**src/rtl/id_stage_pipe.sv**
```systemverilog
// RV32I decode stage: regfile, imm gen, control, branch resolve,
// registered ID/EX with backpressure, load-use stall and kill slot.
module id_stage_pipe #(
  parameter int NUM_REG        = 32,
  parameter int REG_ADDR_WIDTH = 5,
  parameter int REG_WIDTH      = 32,
  parameter int PC_WIDTH       = 32,
  parameter int INST_WIDTH     = 32,
  parameter int LOAD_STALL     = 1
) (
  input  logic                      clk,
  input  logic                      reset,
  input  logic                      if_valid,
  output logic                      if_ready,
  input  logic [PC_WIDTH-1:0]       if_pc,
  input  logic [INST_WIDTH-1:0]     if_inst,
  input  logic                      wb_wr_en,
  input  logic [REG_ADDR_WIDTH-1:0] wb_rd,
  input  logic [REG_WIDTH-1:0]      wb_data,
  input  logic [1:0]                fwd_sel1,
  input  logic [1:0]                fwd_sel2,
  input  logic [REG_WIDTH-1:0]      ex_alu_out,
  input  logic [REG_WIDTH-1:0]      mem_data,
  input  logic                      ex_ready,
  output logic                      redirect,
  output logic [PC_WIDTH-1:0]       redirect_pc,
  output logic                      id_ex_valid,
  output logic [PC_WIDTH-1:0]       id_ex_pc,
  output logic [REG_WIDTH-1:0]      id_ex_rs1_data,
  output logic [REG_WIDTH-1:0]      id_ex_rs2_data,
  output logic [REG_WIDTH-1:0]      id_ex_imm,
  output logic [REG_ADDR_WIDTH-1:0] id_ex_rd,
  output logic [3:0]                id_ex_alu_op,
  output logic                      id_ex_asel,
  output logic                      id_ex_bsel,
  output logic                      id_ex_mem_rd,
  output logic                      id_ex_mem_wr,
  output logic                      id_ex_reg_wr,
  output logic [1:0]                id_ex_wb_sel
);

  localparam logic [6:0] OP_R   = 7'b0110011;
  localparam logic [6:0] OP_I   = 7'b0010011;
  localparam logic [6:0] OP_LD  = 7'b0000011;
  localparam logic [6:0] OP_ST  = 7'b0100011;
  localparam logic [6:0] OP_BR  = 7'b1100011;
  localparam logic [6:0] OP_JAL = 7'b1101111;
  localparam logic [6:0] OP_JR  = 7'b1100111;
  localparam logic [6:0] OP_LUI = 7'b0110111;
  localparam logic [6:0] OP_AUI = 7'b0010111;
  localparam logic [3:0] STALL_INIT = 4'(LOAD_STALL - 1);

  logic [REG_WIDTH-1:0]      r_rf [NUM_REG];
  logic                      r_v, r_asel, r_bsel, r_mrd, r_mwr, r_rwr;
  logic [PC_WIDTH-1:0]       r_pc;
  logic [REG_WIDTH-1:0]      r_a, r_b, r_imm;
  logic [REG_ADDR_WIDTH-1:0] r_rd;
  logic [3:0]                r_alu, r_stall;
  logic [1:0]                r_wb;
  logic                      r_kill;

  logic [6:0]                w_op;
  logic [2:0]                w_f3;
  logic [REG_ADDR_WIDTH-1:0] w_rs1, w_rs2, w_rd;
  logic [REG_WIDTH-1:0]      w_rf1, w_rf2, w_op1, w_op2, w_imm;
  logic [REG_WIDTH-1:0]      w_jr_sum;
  logic [PC_WIDTH-1:0]       w_br_tgt, w_jr_tgt, w_tgt;
  logic [3:0]                w_alu;
  logic [1:0]                w_wb;
  logic                      w_asel, w_bsel, w_mrd, w_mwr, w_rwr;
  logic                      w_use1, w_use2, w_br, w_jal, w_jr;
  logic                      w_taken, w_jump, w_hazard, w_accept;

  assign w_op  = if_inst[6:0];
  assign w_f3  = if_inst[14:12];
  assign w_rd  = REG_ADDR_WIDTH'(if_inst[11:7]);
  assign w_rs1 = REG_ADDR_WIDTH'(if_inst[19:15]);
  assign w_rs2 = REG_ADDR_WIDTH'(if_inst[24:20]);

  // Write-first: a same-cycle writeback is visible to this read
  assign w_rf1 = (w_rs1 == '0) ? '0 :
                 (wb_wr_en && wb_rd == w_rs1) ? wb_data : r_rf[w_rs1];
  assign w_rf2 = (w_rs2 == '0) ? '0 :
                 (wb_wr_en && wb_rd == w_rs2) ? wb_data : r_rf[w_rs2];

  always_comb begin
    w_op1 = w_rf1;
    unique case (fwd_sel1)
      2'b00: w_op1 = w_rf1;
      2'b01: w_op1 = ex_alu_out;
      2'b10: w_op1 = mem_data;
      2'b11: w_op1 = wb_data;
    endcase
    w_op2 = w_rf2;
    unique case (fwd_sel2)
      2'b00: w_op2 = w_rf2;
      2'b01: w_op2 = ex_alu_out;
      2'b10: w_op2 = mem_data;
      2'b11: w_op2 = wb_data;
    endcase
  end

  always_comb begin
    w_imm  = '0;
    w_alu  = '0;
    w_asel = 1'b0;
    w_bsel = 1'b0;
    w_mrd  = 1'b0;
    w_mwr  = 1'b0;
    w_rwr  = 1'b0;
    w_wb   = 2'b00;
    w_use1 = 1'b1;
    w_use2 = 1'b0;
    w_br   = 1'b0;
    w_jal  = 1'b0;
    w_jr   = 1'b0;
    unique case (w_op)
      OP_R: begin
        w_alu  = {if_inst[30], w_f3};
        w_rwr  = 1'b1;
        w_use2 = 1'b1;
      end
      OP_I: begin
        w_imm  = REG_WIDTH'($signed(if_inst[31:20]));
        w_alu  = {(w_f3 == 3'b101) & if_inst[30], w_f3};
        w_bsel = 1'b1;
        w_rwr  = 1'b1;
      end
      OP_LD: begin
        w_imm  = REG_WIDTH'($signed(if_inst[31:20]));
        w_bsel = 1'b1;
        w_mrd  = 1'b1;
        w_rwr  = 1'b1;
        w_wb   = 2'b01;
      end
      OP_ST: begin
        w_imm  = REG_WIDTH'($signed({if_inst[31:25], if_inst[11:7]}));
        w_bsel = 1'b1;
        w_mwr  = 1'b1;
        w_use2 = 1'b1;
      end
      OP_BR: begin
        w_imm  = REG_WIDTH'($signed({if_inst[31], if_inst[7],
                   if_inst[30:25], if_inst[11:8], 1'b0}));
        w_use2 = 1'b1;
        w_br   = 1'b1;
      end
      OP_JAL: begin
        w_imm  = REG_WIDTH'($signed({if_inst[31], if_inst[19:12],
                   if_inst[20], if_inst[30:21], 1'b0}));
        w_asel = 1'b1;
        w_bsel = 1'b1;
        w_rwr  = 1'b1;
        w_wb   = 2'b10;
        w_use1 = 1'b0;
        w_jal  = 1'b1;
      end
      OP_JR: begin
        w_imm  = REG_WIDTH'($signed(if_inst[31:20]));
        w_bsel = 1'b1;
        w_rwr  = 1'b1;
        w_wb   = 2'b10;
        w_jr   = 1'b1;
      end
      OP_LUI: begin
        w_imm  = REG_WIDTH'($signed({if_inst[31:12], 12'b0}));
        w_bsel = 1'b1;
        w_rwr  = 1'b1;
        w_use1 = 1'b0;
      end
      OP_AUI: begin
        w_imm  = REG_WIDTH'($signed({if_inst[31:12], 12'b0}));
        w_asel = 1'b1;
        w_bsel = 1'b1;
        w_rwr  = 1'b1;
        w_use1 = 1'b0;
      end
      default: w_use1 = 1'b0;
    endcase
  end

  always_comb begin
    w_taken = 1'b0;
    unique case (w_f3)
      3'b000:  w_taken = (w_op1 == w_op2);
      3'b001:  w_taken = (w_op1 != w_op2);
      3'b100:  w_taken = ($signed(w_op1) < $signed(w_op2));
      3'b101:  w_taken = ($signed(w_op1) >= $signed(w_op2));
      3'b110:  w_taken = (w_op1 < w_op2);
      3'b111:  w_taken = (w_op1 >= w_op2);
      default: w_taken = 1'b0;
    endcase
  end

  assign w_br_tgt = if_pc + PC_WIDTH'(w_imm);
  assign w_jr_sum = w_op1 + w_imm;
  assign w_jr_tgt = {w_jr_sum[PC_WIDTH-1:1], 1'b0};
  assign w_tgt    = w_jr ? w_jr_tgt : w_br_tgt;
  assign w_jump   = (w_br & w_taken) | w_jal | w_jr;

  assign w_hazard = r_v & r_mrd & (r_rd != '0) &
                    ((w_use1 & (w_rs1 == r_rd)) |
                     (w_use2 & (w_rs2 == r_rd)));
  assign if_ready = ~w_hazard & (r_stall == '0) & (ex_ready | ~r_v);
  assign w_accept = if_valid & if_ready;

  assign redirect    = w_accept & ~r_kill & w_jump;
  assign redirect_pc = redirect ? w_tgt : '0;

  always_ff @(posedge clk or posedge reset) begin
    if (reset) begin
      for (int i = 0; i < NUM_REG; i++) r_rf[i] <= '0;
    end else if (wb_wr_en && wb_rd != '0) begin
      r_rf[wb_rd] <= wb_data;
    end
  end

  always_ff @(posedge clk or posedge reset) begin
    if (reset) begin
      r_v     <= 1'b0;
      r_pc    <= '0;
      r_a     <= '0;
      r_b     <= '0;
      r_imm   <= '0;
      r_rd    <= '0;
      r_alu   <= '0;
      r_asel  <= 1'b0;
      r_bsel  <= 1'b0;
      r_mrd   <= 1'b0;
      r_mwr   <= 1'b0;
      r_rwr   <= 1'b0;
      r_wb    <= 2'b00;
      r_stall <= '0;
      r_kill  <= 1'b0;
    end else begin
      if (w_accept && !r_kill) begin
        r_v    <= 1'b1;
        r_pc   <= if_pc;
        r_a    <= w_op1;
        r_b    <= w_op2;
        r_imm  <= w_imm;
        r_rd   <= w_rwr ? w_rd : '0;
        r_alu  <= w_alu;
        r_asel <= w_asel;
        r_bsel <= w_bsel;
        r_mrd  <= w_mrd;
        r_mwr  <= w_mwr;
        r_rwr  <= w_rwr;
        r_wb   <= w_wb;
      end else if (ex_ready) begin
        r_v <= 1'b0;
      end
      if (w_hazard && ex_ready) r_stall <= STALL_INIT;
      else if (r_stall != '0 && ex_ready) r_stall <= r_stall - 4'd1;
      // The slot after a redirect is fetched down the wrong path
      if (redirect) r_kill <= 1'b1;
      else if (w_accept) r_kill <= 1'b0;
    end
  end

  assign id_ex_valid    = r_v;
  assign id_ex_pc       = r_pc;
  assign id_ex_rs1_data = r_a;
  assign id_ex_rs2_data = r_b;
  assign id_ex_imm      = r_imm;
  assign id_ex_rd       = r_rd;
  assign id_ex_alu_op   = r_alu;
  assign id_ex_asel     = r_asel;
  assign id_ex_bsel     = r_bsel;
  assign id_ex_mem_rd   = r_mrd;
  assign id_ex_mem_wr   = r_mwr;
  assign id_ex_reg_wr   = r_rwr;
  assign id_ex_wb_sel   = r_wb;

endmodule

```
**config.mk**
```make
export PLATFORM = sky130hd
export DESIGN_NAME = id_stage_pipe
export DESIGN_NICKNAME = d
export VERILOG_FILES = /design/src/rtl/id_stage_pipe.sv
export SDC_FILE = /design/constraint.sdc
export NUM_CORES = 2
export LEC_CHECK = 0
export ABC_CLOCK_PERIOD_IN_PS = 83900
export CAP_MARGIN = 40
export CORE_MARGIN = 5
export CORE_UTILIZATION = 43
export DETAILED_ROUTE_END_ITERATION = 10
export HOLD_SLACK_MARGIN = 0.05
export PLACE_DENSITY = 0.61
export SYNTH_ARGS = -nofsm -noshare
export SYNTH_HDL_FRONTEND = slang
export SYNTH_SLANG_ARGS = --single-unit
export TNS_END_PERCENT = 5
```
**constraint.sdc**
```tcl
create_clock -name clk -period 83.9 [get_ports clk]
set_input_delay 8.39 -clock clk [delete_from_list [all_inputs] [get_ports clk]]
set_output_delay 8.39 -clock clk [all_outputs]
set_load 0.01 [all_outputs]
```
==> impl_metrics.tcl <==
set metrics [dict create \
    dp_hpwl_um 150000 \
    crit_path_max_fanout 70 \
    synth-xor-area-share 0.00968 \
    cts-resized-gates 0 \
    crit_slowest_cell "buf_4" \
    fillCellCount 13300 \
    yosysSeqAreaShare 0.439 \
    highest-signal-layer "met5" \
    synth_compound_area_frac 0.0803 \
    grt_max_degree 114 \
    synth-simple-area-share 0.0479 \
    wl_met2_um 106000 \
    vias 49100 \
    wl_met3_um 20800 \
    grt_pass1_vias 48900 \
    hp-class "flip-flop to flip-flop" \
    cts.htree.levels 4 \
    synthCells 5263 \
    drive_gt1_frac 0.367 \
    async_flop_share 1.00 \
    maxSlewHeadroom 0.306 \
    critPathLaunchType "primary input" \
    synth_edf_count 0 \
    final_cells 7554 \
    multi_input_area_um2 35700 \
    grt-ovfl-total 0 \
    met1Wirelength_um 97600 \
    ys_seq_elements 1174 \
    post_cts_buffers 0 \
    yosysWarnings 0 \
    finalSetupViolCount 0 \
    setup_tns_ns 0 \
    initial_core_util 0.434 \
    grt_usage 0.287 \
    coreArea_um2 154000 \
    cts.sinks 1174 \
    maxClockFrequency_mhz 39.0 \
    crit_buf_inv 6 \
    path_class "primary input to primary output" \
    fin_skew_ns 0.0281 \
    drtAntennaViolNets 0 \
    hold_viol 0 \
    yosys.area.top_type "dfrtp_1" \
    cts-root-buf "clkbuf_16" \
    drtPass1Iterations 8 \
    finalWirelength_um 238000 \
    endpoint_kind "primary output" \
    critPathMostFrequentCell "buf_4" \
    cellLeakagePower_nw 34.1 \
    synth_top_family_by_area "multiplexers" \
    die_area_um2 164000 \
    p_per_area_nw_per_um2 23.5 \
    final.min_clock_period_ns 25.67 \
    ctsHoldBuffers 0 \
    regArea_um2 29400 \
    cts_inserted_buffers 130 \
    ir_drop_v 0.0000140 \
    status "completed" \
    synth_area_leaders "dfrtp_1 44%, mux2_2 19%, mux4_2 15%, mux2i_1 3.2%, nand2_1 2.2%" \
    die_h_um 405 \
    final_cell_mix "1,174 x dfrtp_1, 1,107 x mux2_2, 450 x mux4_2" \
    synth.distinct_cells 76 \
    slowest_delay_ns 0.82 \
    cp.arrival_ns 17.28 \
    drtIter0Drc 4964 \
    final_nets 5683 \
    rsz0062_at_grt "false" \
    io-pin-count 353 \
    period_share 0.306 \
    synthMuxAreaShare 0.373 \
    cap_violations 0 \
    synth.top_cell.area_share 0.439 \
    cts_tree "done" \
    grt_pass1_wl_um 346000 \
    rows 144 \
    dp_cells 7322 \
    cts_buffer_depth 3 \
    die_x_um 405 \
    syn_to_final_growth_pct 16.3 \
    path_delay_family "buffers and inverters" \
    numPortBuffers 352 \
    drc 0 \
    wl_per_cell_um 31.5 \
    antenna_found_initial 9 \
    place_congestion 0.935 \
    ys.flop_type "dfrtp_1" \
    final_common_cell "dfrtp_1" \
    syn_avg_cell_area_um2 12.7 \
    synthAdderAreaFrac 0.0183 \
    netlist_area_um2 67000 \
    crit_required_ns 75.51 \
    clkTransAtPathRegs_ns 0.06 \
    clk-insertion-delay-late_ns 0.78 \
    synthesis.nets 5534 \
    drv_slew 0 \
    tightest_slew_ns 1.04 \
    vias_per_cell 6.50 \
]
-- through the flow --
stage	hold slack, ns	utilization	total power, mW	setup WS [ns]	cell area [um2]
CTS	0.396	0.504	1.84	58.41	77800
finish	0.396	0.504	1.83	58.23	77900
global route	0.411	0.504	1.91	57.78	77900
detailed placement	0.384	0.476	1.24	58.43	73400
global placement	0.377	0.468	1.22	58.39	72300
floorplan	0.441	-	1.06	42.44	67000
-- synthesized netlist by cell type, types with 5 or more instances --
library cell  number
dfrtp_1         1174
mux2_2          1107
mux4_2           450
nand2_1          398
clkbuf_1         391
o21ai_0          229
mux2i_1          215
nor2_1           207
a21oi_1          174
ha_1              95
a22oi_1           94
a221oi_1          93
buf_1             68
a21o_1            65
buf_2             48
a211oi_1          46
xor2_1            40
xnor2_1           34
o211ai_1          33
inv_1             31
o21ai_1           26
nand3_1           22
nor3_1            20
nand4_1           15
nor2b_1           15
and2_1            13
a22o_1             9
buf_4              9
o21a_1             9
o21bai_1           9
a31oi_1            8
mux4_1             8
nand3b_1           8
nor3b_1            8
and3_1             7
nand2b_1           7
nor4_1             6
a2111oi_0          5
or2_2              5
or3_1              5
-- metal layers --
| layer | global-route usage | vias up |
|---|---|---|
| met5 | 0 | - |
| met4 | 0.148 | 4 |
| met3 | 0.0629 | 621 |
| met2 | 0.433 | 2438 |
| met1 | 0.391 | 25900 |
| li1 | - | 20200 |
-- area by class of cell --
| cell class | count | share of cell area |
|---|---|---|
| clock inverter | 41 | 0.00723 |
| sequential | 1174 | 0.377 |
| clock buffer | 182 | 0.0494 |
| inverter | 31 | 0.00159 |
| tap | 2044 | 0.0328 |
| multi-input combinational | 3540 | 0.458 |
| timing repair buffer | 535 | 0.0736 |
| antenna | 7 | 0.000225 |
-- power by group --
part           switching [mW]  total [mW]  leakage, nW  internal (mW)
Clock                   0.240       0.599         2.18          0.358
Sequential             0.0874       0.774         15.1          0.686
Combinational           0.207       0.458         16.8          0.251
Total                   0.535        1.83         34.1           1.30
-- cells by family after synthesis --
family                     Yosys count
AOI/OAI and AO/OA                  835
buffers and inverters              549
DFF                               1174
muxes                             1780
adders and majority gates           97
xor gates and xnor gates            74
and+or+nand+nor                    754
-- worst reg2reg max path, cell delays in order (launching register included) --
cell	delay [ns]
dfrtp_1	0.39
mux4_2	0.49
mux4_2	0.51
mux2i_1	0.58
a211oi_1	0.17
a221oi_1	0.47
ha_1	0.34
a21o_1	0.18
a21o_1	0.19
a211oi_1	0.29
o21bai_1	0.12
a21oi_1	0.67
nand4b_1	0.30
a311oi_1	0.31
a21oi_1	0.07
a211oi_1	0.40
o21ai_2	0.07
buf_4	0.26
nand2_1	0.10
-- sequential cells by signal, summed over array words and instances (netlist names) --
name / cells
id_ex_valid: 1
id_ex_rs2_data: 32
r_rf: 1024
id_ex_asel: 1
id_ex_rd: 5
id_ex_reg_wr: 1
r_stall: 4
r_kill: 1
id_ex_pc: 32
id_ex_wb_sel: 2
id_ex_mem_wr: 1
id_ex_bsel: 1
id_ex_mem_rd: 1
id_ex_imm: 32
id_ex_alu_op: 4
id_ex_rs1_data: 32
-- path summary, 6_finish.rpt --
| check | from | end | slack, ns | cells after the start |
|---|---|---|---|---|
| max | if_inst[15] | redirect_pc[31] | 58.23 | 25 |
| min | r_rf[1011] | r_rf[1011] | 0.40 | 0 |
| max reg2reg | r_rf[17] | r_kill | 77.97 | 18 |
| min reg2reg | r_rf[1011] | r_rf[1011] | 0.40 | 0 |
| max in group asynchronous | reset | r_rf[793] | 72.16 | 8 |
| min in group asynchronous | reset | id_ex_pc[2] | 7.98 | 2 |
No activity file was read; power rests on OpenSTA's default activity.
